## src/rtl/branch_flag_unit.sv

```systemverilog
// Branch and flag unit: latches ALU status flags, owns the program counter and
// resolves conditional/unconditional branches with same-cycle flag forwarding.
module branch_flag_unit #(
    parameter int                  PC_WIDTH = 32,
    parameter logic [PC_WIDTH-1:0] RESET_PC = {PC_WIDTH{1'b0}},
    parameter int                  PC_STEP  = 4
) (
    input  logic                clk,
    input  logic                rst,
    input  logic                stall,
    input  logic                alu_valid,
    input  logic                flag_update,
    input  logic                zero_flag,
    input  logic                carry_flag,
    input  logic                sign_flag,
    input  logic                overflow_flag,
    input  logic                br_valid,
    input  logic [3:0]          br_cond,
    input  logic [PC_WIDTH-1:0] br_target,
    input  logic [PC_WIDTH-1:0] reg_target,
    output logic [PC_WIDTH-1:0] pc,
    output logic [3:0]          flags,
    output logic                flush,
    output logic                link_we,
    output logic [PC_WIDTH-1:0] link_data,
    output logic                illegal_br
);

    localparam logic [3:0] COND_B    = 4'b0000;
    localparam logic [3:0] COND_BZ   = 4'b0001;
    localparam logic [3:0] COND_BNZ  = 4'b0010;
    localparam logic [3:0] COND_BCY  = 4'b0011;
    localparam logic [3:0] COND_BNCY = 4'b0100;
    localparam logic [3:0] COND_BS   = 4'b0101;
    localparam logic [3:0] COND_BNS  = 4'b0110;
    localparam logic [3:0] COND_BV   = 4'b0111;
    localparam logic [3:0] COND_BNV  = 4'b1000;
    localparam logic [3:0] COND_BL   = 4'b1001;
    localparam logic [3:0] COND_BR   = 4'b1010;

    // Flag vector layout is {Z,C,S,V}.
    function automatic logic cond_taken(input logic [3:0] cond, input logic [3:0] f);
        logic t;
        case (cond)
            COND_B:    t = 1'b1;
            COND_BZ:   t = f[3];
            COND_BNZ:  t = ~f[3];
            COND_BCY:  t = f[2];
            COND_BNCY: t = ~f[2];
            COND_BS:   t = f[1];
            COND_BNS:  t = ~f[1];
            COND_BV:   t = f[0];
            COND_BNV:  t = ~f[0];
            COND_BL:   t = 1'b1;
            COND_BR:   t = 1'b1;
            default:   t = 1'b0;
        endcase
        return t;
    endfunction

    function automatic logic cond_legal(input logic [3:0] cond);
        logic l;
        if (cond <= COND_BR) begin
            l = 1'b1;
        end else begin
            l = 1'b0;
        end
        return l;
    endfunction

    logic [PC_WIDTH-1:0] pc_r;
    logic [3:0]          flags_r;
    logic                flush_r;
    logic                link_we_r;
    logic [PC_WIDTH-1:0] link_data_r;
    logic                illegal_r;

    logic [3:0]          alu_flags_s;
    logic                flag_load_s;
    logic [3:0]          eff_flags_s;
    logic [PC_WIDTH-1:0] seq_pc_s;
    logic [PC_WIDTH-1:0] target_s;
    logic                taken_s;
    logic                is_link_s;
    logic                illegal_s;

    // Branch decision from forwarded or registered flags.
    always_comb begin
        alu_flags_s = {zero_flag, carry_flag, sign_flag, overflow_flag};
        flag_load_s = alu_valid & flag_update;
        if (flag_load_s) begin
            eff_flags_s = alu_flags_s;
        end else begin
            eff_flags_s = flags_r;
        end
        if (br_cond == COND_BR) begin
            target_s = reg_target;
        end else begin
            target_s = br_target;
        end
        seq_pc_s  = pc_r + PC_WIDTH'(PC_STEP);
        taken_s   = br_valid & cond_legal(br_cond) & cond_taken(br_cond, eff_flags_s);
        is_link_s = br_valid & (br_cond == COND_BL);
        illegal_s = br_valid & ~cond_legal(br_cond);
    end

    // Flag register: loads on any flag-writing ALU op, stall or not.
    always_ff @(posedge clk) begin
        if (rst) begin
            flags_r <= 4'b0000;
        end else if (flag_load_s) begin
            flags_r <= alu_flags_s;
        end else begin
            flags_r <= flags_r;
        end
    end

    // PC and pulse outputs; stall freezes pc and suppresses pulses.
    always_ff @(posedge clk) begin
        if (rst) begin
            pc_r        <= RESET_PC;
            flush_r     <= 1'b0;
            link_we_r   <= 1'b0;
            link_data_r <= {PC_WIDTH{1'b0}};
            illegal_r   <= 1'b0;
        end else if (stall) begin
            pc_r        <= pc_r;
            flush_r     <= 1'b0;
            link_we_r   <= 1'b0;
            link_data_r <= link_data_r;
            illegal_r   <= 1'b0;
        end else begin
            if (taken_s) begin
                pc_r <= target_s;
            end else begin
                pc_r <= seq_pc_s;
            end
            flush_r   <= taken_s;
            link_we_r <= is_link_s;
            if (is_link_s) begin
                link_data_r <= seq_pc_s;
            end else begin
                link_data_r <= link_data_r;
            end
            illegal_r <= illegal_s;
        end
    end

    assign pc         = pc_r;
    assign flags      = flags_r;
    assign flush      = flush_r;
    assign link_we    = link_we_r;
    assign link_data  = link_data_r;
    assign illegal_br = illegal_r;

endmodule
```

## config.mk

```make
export PLATFORM = sky130hd
export DESIGN_NAME = branch_flag_unit
export DESIGN_NICKNAME = d
export VERILOG_FILES = /design/src/rtl/branch_flag_unit.sv
export SDC_FILE = /design/constraint.sdc
export NUM_CORES = 1
export LEC_CHECK = 0
export ABC_AREA = 1
export CORE_ASPECT_RATIO = 0.75
export CORE_MARGIN = 3
export CORE_UTILIZATION = 46
export DETAILED_ROUTE_END_ITERATION = 8
export PLACE_DENSITY = 0.79
export SETUP_SLACK_MARGIN = 0.02
export SYNTH_ARGS = -nofsm -noshare
export SYNTH_HDL_FRONTEND = slang
export SYNTH_SLANG_ARGS = --single-unit
```

## constraint.sdc

```tcl
create_clock -name clk -period 2.2 [get_ports clk]
set_input_delay 0.33 -clock clk [delete_from_list [all_inputs] [get_ports clk]]
set_output_delay 0.33 -clock clk [all_outputs]
set_load 0.01 [all_outputs]
```

==> impl_metrics.csv, run 1 <==
group,metric,value,unit
finish,syn2layout_area_growth,48.20,%
setup_path,critPathTopFamily,"simple AND/OR/NAND/NOR gates",
routing,ant_nets,0,
logic_synthesis,ys_types,30,
sta,rsz0062_at_grt,"no",
global_route,grt_max_degree,37,
clocking,clkSinkCount,71,
placed_design,hpwl,11300,um
placed_design,place_ws,-0.1429,ns
logic_synthesis,syn_inst,672,
logic_synthesis,syn_area_per_cell,6.405,sq um
placed_design,gp_congestion,0.9220,
routing,post_drt_wl_per_cell,15.07,um
finish,n_antenna_cell,0,
floorplanning,core_area,0.008781,sq mm
sta,finalHoldViolCount,0,
logic_synthesis,synth_simple_gate_area_share,35.49,%
setup_path,crit_top_cell,"nand2_1",
routing,dr.pass1.iters,5,
setup_path,cp.arrival,2.19,ns
logic_synthesis,synthXorXnorAreaFrac,4.477,%
setup_path,rrSetupSlack,0.29,ns
sta,timing.final.crit_share,89.08,%
sta,drv_slew,0,
finish,multiInputGateArea,0.002401,sq mm
logic_synthesis,synthArstFlopShare,0,%
routing,drt_iter0_drc,486,
finish,nNetsFinal,906,
setup_path,critPathKind,"in -> reg",
job,cap_violations,0,
pwr,p_per_area,569.7,mW/mm^2
global_route,grt_pass1_vias,4913,
logic_synthesis,netlist_area,0.004304,sq mm
finish,drive_above_1_share,8.063,%
sta,fin_crit,1.960,ns
global_route,gr-usage-all-layers,27.56,%
routing,vias,4921,
status,status,"complete, no violations",
routing,wl,14390,um
routing,drc,0,
finish,final_area,0.006379,sq mm
setup_path,worst-path-buf-inv,2,
floorplanning,ios,149,
setup_path,crit_chain,"clkdlybuf4s50_1 > nand2_2 > nand2_1 > nand2_1 > nand2_1 > nand2_1 > nor2_2 > nand3_4 > nand2_4 > buf_12 > nor2_1 > o21ai_1 > nor2_1",
finish,seq_area,0.001421,sq mm
sta,maxSlewHeadroom,68.24,%
clocking,clockBufferDepth,2,
clocking,cts_made_buffers,9,
sta,setup_viol,0,
pwr,p_leak,2.930,nW
logic_synthesis,yosys_warnings,0,
finish,n_fill_cell,726,
floorplanning,die_y,89.77,um
routing,vias_per_cell,5.153,
logic_synthesis,ys_seq_elements,71,
sta,setup_ws,0.2403,ns
setup_path,slowest_delay,0.61,ns
clocking,cts_tree,"done",
global_route,antenna_found_initial,0,
floorplanning,initial_utilization,49.02,%
logic_synthesis,synth_fa_ha_area_share,0.2907,%
placed_design,dpl-instance-area,0.006028,sq mm
setup_path,path_max_fanout,7,
logic_synthesis,synth_edf_count,0,
logic_synthesis,synth_top_family_by_area,"simple AND/OR/NAND/NOR gates",
logic_synthesis,syn_nets,751,
global_route,grt_overflow,0,
clocking,clk_latency,0.34,ns
sta,finClkSkew,0.003322,ns
worst_hold_path,holdCritPathClass,"reg -> reg",
setup_path,startpoint_type,"input pin",
logic_synthesis,ys.flop_type,"dfxtp_1",
sta,worst_pin_slew,0.4747,ns
floorplanning,dieArea,0.01057,sq mm
setup_path,critPathRequiredTime,2.43,ns
setup_path,crit_path_end_kind,"flip-flop",
floorplanning,die_width,117.7,um
placed_design,io_buffers,148,
logic_synthesis,synthMuxAreaShare,3.663,%
global_route,grt_pass1_wl,24160,um
floorplanning,rows,29,
clocking,cts.reportedPaths.clkPinSlew,0.06,ns
logic_synthesis,synth.yosys.seq_area_share,33.02,%
setup_path,cpMaxStageDelayCell,"clkdlybuf4s50_1",
clocking,cts-root-buf,"clkbuf_16",
logic_synthesis,synth-compound-area-share,11.51,%
sta,max_freq,510.3,MHz
pwr,max-vdd-ir-drop,372.2,uV
clocking,h-tree-depth,3,
==> cell type report <==
cell class,instances,area share (%)
Sequential cell,71,22.28
Inverter,93,5.473
Timing Repair Buffer,173,26.76
Tap cell,124,2.432
Clock inverter,5,1.667
Multi-Input combinational cell,479,37.64
Clock buffer,10,3.747
==> repair_timing <==
item | 4_1_cts | 5_1_grt
resized for setup | 0 | 2
setup buffers | 0 | 0
hold buffers | 0 | 0
setup endpoints to repair | 0 | 2
==> kinds of logic after synthesis <==
logic type                 Yosys count
buffers and inverters              122
AOI/OAI and AO/OA                   87
muxes                               14
DFF                                 71
adders and majority gates            1
xor gates and xnor gates            22
and+or+nand+nor                    355
==> sequential cells by signal, indices dropped and copies added (netlist names) <==
register / flops
link_we: 1
flags: 4
pc: 32
illegal_br: 1
flush: 1
link_data: 32
==> tightest hold or removal path, cell delays in order, from the launching register on <==
cell and delay [ns]:
dfxtp_1 0.33, inv_1 0.06, a21oi_1 0.05
==> cell usage in the layout (no fill, tap or decap), types with 2 or more instances in the layout <==
| master | synthesis | final |
|---|---|---|
| nor2_1 | 69 | 69 |
| clkdlybuf4s50_1 | 0 | 148 |
| nor2_2 | 4 | 4 |
| o21a_1 | 5 | 5 |
| nand3b_1 | 2 | 2 |
| bufinv_16 | 0 | 3 |
| xor2_1 | 16 | 16 |
| nand4_1 | 21 | 21 |
| buf_12 | 0 | 3 |
| nand2_1 | 184 | 184 |
| nand3_1 | 59 | 58 |
| inv_1 | 90 | 90 |
| nor3_1 | 11 | 9 |
| buf_4 | 3 | 22 |
| a21oi_1 | 8 | 8 |
| mux2_2 | 14 | 14 |
| clkbuf_16 | 0 | 9 |
| xnor2_1 | 6 | 6 |
| o21bai_1 | 19 | 19 |
| nor3_2 | 1 | 3 |
| dfxtp_1 | 71 | 71 |
| o21ai_0 | 55 | 54 |
| clkinv_1 | 2 | 2 |
==> per-stage QoR <==
stage | TNS (ns) | instances | total power, mW | util [%] | hold slack, ns
2_1_floorplan | 0 | 672 | 1.636 | - | 0.4340
6_report | 0 | 955 | 3.634 | 72.64 | 0.4829
3_5_place_dp | -0.6107 | 940 | 1.945 | 68.65 | 0.4650
5_1_grt | 0 | 955 | 3.741 | 72.64 | 0.5161
3_3_place_gp | 0 | 940 | 1.929 | 68.65 | 0.4534
4_1_cts | 0 | 955 | 3.649 | 72.58 | 0.4793
==> where the power goes <==
part / switching (mW) / internal [mW] / total, mW
logic: 0.267 / 0.296 / 0.564
clock network: 0.575 / 1.13 / 1.71
registers: 0.0390 / 1.32 / 1.36
==> cells in the mapped netlist (6+ instances only) <==
library cell / n / area [sq um]
o21bai_1: 19 / 142.6
nor2_1: 69 / 259.0
nand4_1: 21 / 131.4
xnor2_1: 6 / 52.55
a21oi_1: 8 / 40.04
nand2_1: 184 / 690.7
dfxtp_1: 71 / 1421
mux2_2: 14 / 157.7
nand3_1: 59 / 295.3
buf_2: 7 / 35.03
inv_1: 90 / 337.8
nor3_1: 11 / 55.05
xor2_1: 16 / 140.1
clkbuf_1: 15 / 56.30
o21ai_0: 55 / 275.3
==> worst paths after layout <==
check / depth (start not counted) / start / to
worst max-delay path: 13 / flag_update / pc[0]
worst min-delay path: 2 / pc[0] / link_data[0]
worst max register to register: 9 / pc[3] / pc[11]
worst min register to register: 2 / pc[0] / link_data[0]
==> layer usage <==
| layer | global-route usage (%) | share of wire [%] | vias to the layer above | routed length, um |
|---|---|---|---|---|
| li1 | - | - | 2439 | - |
| met1 | 36.79 | 45 | 2230 | 6415 |
| met2 | 44.52 | 45 | 234 | 6467 |
| met3 | 7.026 | 9.0 | 18 | 1296 |
| met4 | 7.220 | 1.4 | 0 | 208 |
| met5 | 0 | 0 | - | 0 |
Power figures use the tool's default switching activity.
==> run 2: changes to the inputs <==
--- a/config.mk
+++ b/config.mk
@@ -12,6 +12,7 @@
 export DETAILED_ROUTE_END_ITERATION = 8
 export PLACE_DENSITY = 0.79
 export SETUP_SLACK_MARGIN = 0.02
+export SLEW_MARGIN = 20
 export SYNTH_ARGS = -nofsm -noshare
 export SYNTH_HDL_FRONTEND = slang
 export SYNTH_SLANG_ARGS = --single-unit
==> results of run 2 <==
The final DEF is identical to that of run 1; final timing and power are the same.
==> run 3: changes to the inputs <==
--- a/config.mk
+++ b/config.mk
@@ -10,6 +10,7 @@
 export CORE_MARGIN = 3
 export CORE_UTILIZATION = 46
 export DETAILED_ROUTE_END_ITERATION = 8
+export GPL_ROUTABILITY_DRIVEN = 0
 export PLACE_DENSITY = 0.79
 export SETUP_SLACK_MARGIN = 0.02
 export SLEW_MARGIN = 20
==> run 3 against run 2 <==
Net effect: combinational power shrank 3%; non-clock buffer count down 4; register-to-register slack lost 0.13 ns; clock-buffer cell count stayed put; clock power down 18%; maximum frequency down 4.1%; via count is 0.75% lower; critical path depth decreased by 4; flip-flop and latch count is the same; sequential share of layout area up 0.40 points; power down 8.9%; wire length fell by 4.8%; critical path type is now reg -> reg; largest cell class unchanged; highest routed layer unchanged.
==> impl_metrics.csv, run 3 (synthesis results as in run 1) <==
group,metric,value,unit
status,status,"complete, no violations",
finish,fin_util,71.37,%
finish,nNetsFinal,902,
floorplanning,rows,29,
pwr,p_sw,0.8382,mW
placed_design,io_buffers,148,
finish,final_area,0.006267,sq mm
global_route,gr-usage-all-layers,25.87,%
clocking,clkSinkCount,71,
sta,setup_viol,0,
pwr,max-vdd-ir-drop,254.5,uV
setup_path,crit_chain,"ha_1 > nand2_1 > nor3_2 > nand3_1 > xnor2_1 > nand3_1 > nand3_1 > nand2_1 > inv_1",
clocking,hold_buffers,0,
floorplanning,die_width,117.7,um
sta,finalHoldViolCount,0,
setup_path,startpoint_type,"flip-flop",
routing,vias_per_cell,5.136,
sta,fin_crit,2.044,ns
setup_path,critPathKind,"reg -> reg",
sta,finClkSkew,0.005296,ns
routing,post_drt_wl_per_cell,14.41,um
routing,drt_iter0_drc,455,
clocking,cts_made_buffers,9,
finish,final_cell_mix,"184 x nand2_1, 148 x clkdlybuf4s50_1, 90 x inv_1",
pwr,p_comb_share,16.5,%
global_route,grt_overflow,0,
sta,drv_slew,0,
pwr,swShare,25.31,%
clocking,clk_latency,0.33,ns
pwr,p_per_area,528.4,mW/mm^2
finish,final_common_cell,"nand2_1",
clocking,post_cts_buffers,0,
setup_path,path_max_fanout,4,
floorplanning,core_area,0.008781,sq mm
setup_path,critPathRequiredTime,2.48,ns
sta,setup_tns,0,ns
global_route,grt_pass1_vias,4737,
sta,maxSlewHeadroom,69.44,%
floorplanning,die_y,89.77,um
finish,n_antenna_cell,0,
floorplanning,ios,149,
sta,timing.final.crit_share,92.93,%
setup_path,rrSetupSlack,0.16,ns
routing,dr.pass1.iters,6,
routing,vias,4884,
clocking,h-tree-depth,3,
placed_design,dpl-instance-area,0.005986,sq mm
sta,hold_ws,0.4755,ns
setup_path,slowest_delay,0.39,ns
sta,worst_pin_slew,0.4549,ns
setup_path,crit_path_end_kind,"flip-flop",
finish,syn2layout_area_growth,45.61,%
pwr,seq_power_share,41.1,%
clocking,clockBufferDepth,2,
pwr,p_leak,2.881,nW
routing,ant_nets,0,
placed_design,hpwl,10550,um
worst_hold_path,holdCritPathClass,"reg -> reg",
routing,wl,13700,um
pwr,clkPwrFrac,42.4,%
global_route,grt_pass1_wl,22960,um
clocking,cts-root-buf,"clkbuf_16",
routing,drc,0,
floorplanning,initial_utilization,49.02,%
clocking,cts.reportedPaths.clkPinSlew,0.06,ns
job,cap_violations,0,
clocking,cts_tree,"done",
pwr,power,3.312,mW
floorplanning,dieArea,0.01057,sq mm
sta,rsz0062_at_grt,"yes",
setup_path,cp.arrival,2.33,ns
global_route,grt_max_degree,37,
setup_path,cpMaxStageDelayCell,"dfxtp_1",
finish,drive_above_1_share,7.497,%
sta,max_freq,489.1,MHz
global_route,antenna_found_initial,0,
setup_path,crit_top_cell,"nand3_1",
pwr,p_int,2.473,mW
run 3: critical path, delay by kind of cell (launching register included):
| kind | cells | cell delay (ns) |
|---|---|---|
| xor+xnor | 1 | 0.35 |
| fa+ha+maj | 1 | 0.23 |
| simple gates | 6 | 0.96 |
| buf+inv | 1 | 0.05 |
| flops | 1 | 0.39 |
run 3: routing by layer:
| layer | wire, um | GRT usage, % |
|---|---|---|
| met3 | 1212 | 6.336 |
| met4 | 105 | 5.756 |
| met2 | 6284 | 42.04 |
| met1 | 6098 | 34.91 |
| met5 | 0 | 0 |
run 3: area by class of cell:
type	instances	area [sq um]
timing repair buffer	169	1664
clock inverter	5	50.05
clock buffer	10	229.0
inverter	93	349.1
sequential	71	1421
fill	738	2514
tap	124	155.1
multi-input combinational	479	2399
run 3: path summary, 6_finish.rpt:
| path | from | cells after the start | end |
|---|---|---|---|
| setup / recovery | pc[3] | 9 | pc[16] |
| hold / removal | pc[0] | 2 | link_data[0] |
| setup reg to reg | pc[3] | 9 | pc[16] |
| hold reg to reg | pc[0] | 2 | link_data[0] |
run 3: power by group through the flow:
stage | registers, mW | logic (mW) | clock network (mW)
2_1_floorplan | 1.40 | 0.240 | 0
3_3_place_gp | 1.39 | 0.529 | 0
3_5_place_dp | 1.39 | 0.543 | 0
4_1_cts | 1.36 | 0.546 | 1.41
5_1_grt | 1.37 | 0.598 | 1.46
6_report | 1.36 | 0.546 | 1.40
run 3: what timing repair did:
action | CTS | global route
gates resized for setup | 0 | 1
endpoints found under the setup margin | 0 | 3
endpoints found under the hold margin | 0 | 0
run 3: through the flow:
stage               cells  worst slack (ns)
finish                951            0.1555
floorplan             672            0.4350
global placement      936           0.06292
global route          951          0.009487
CTS                   951            0.1891
detailed placement    936          -0.04083
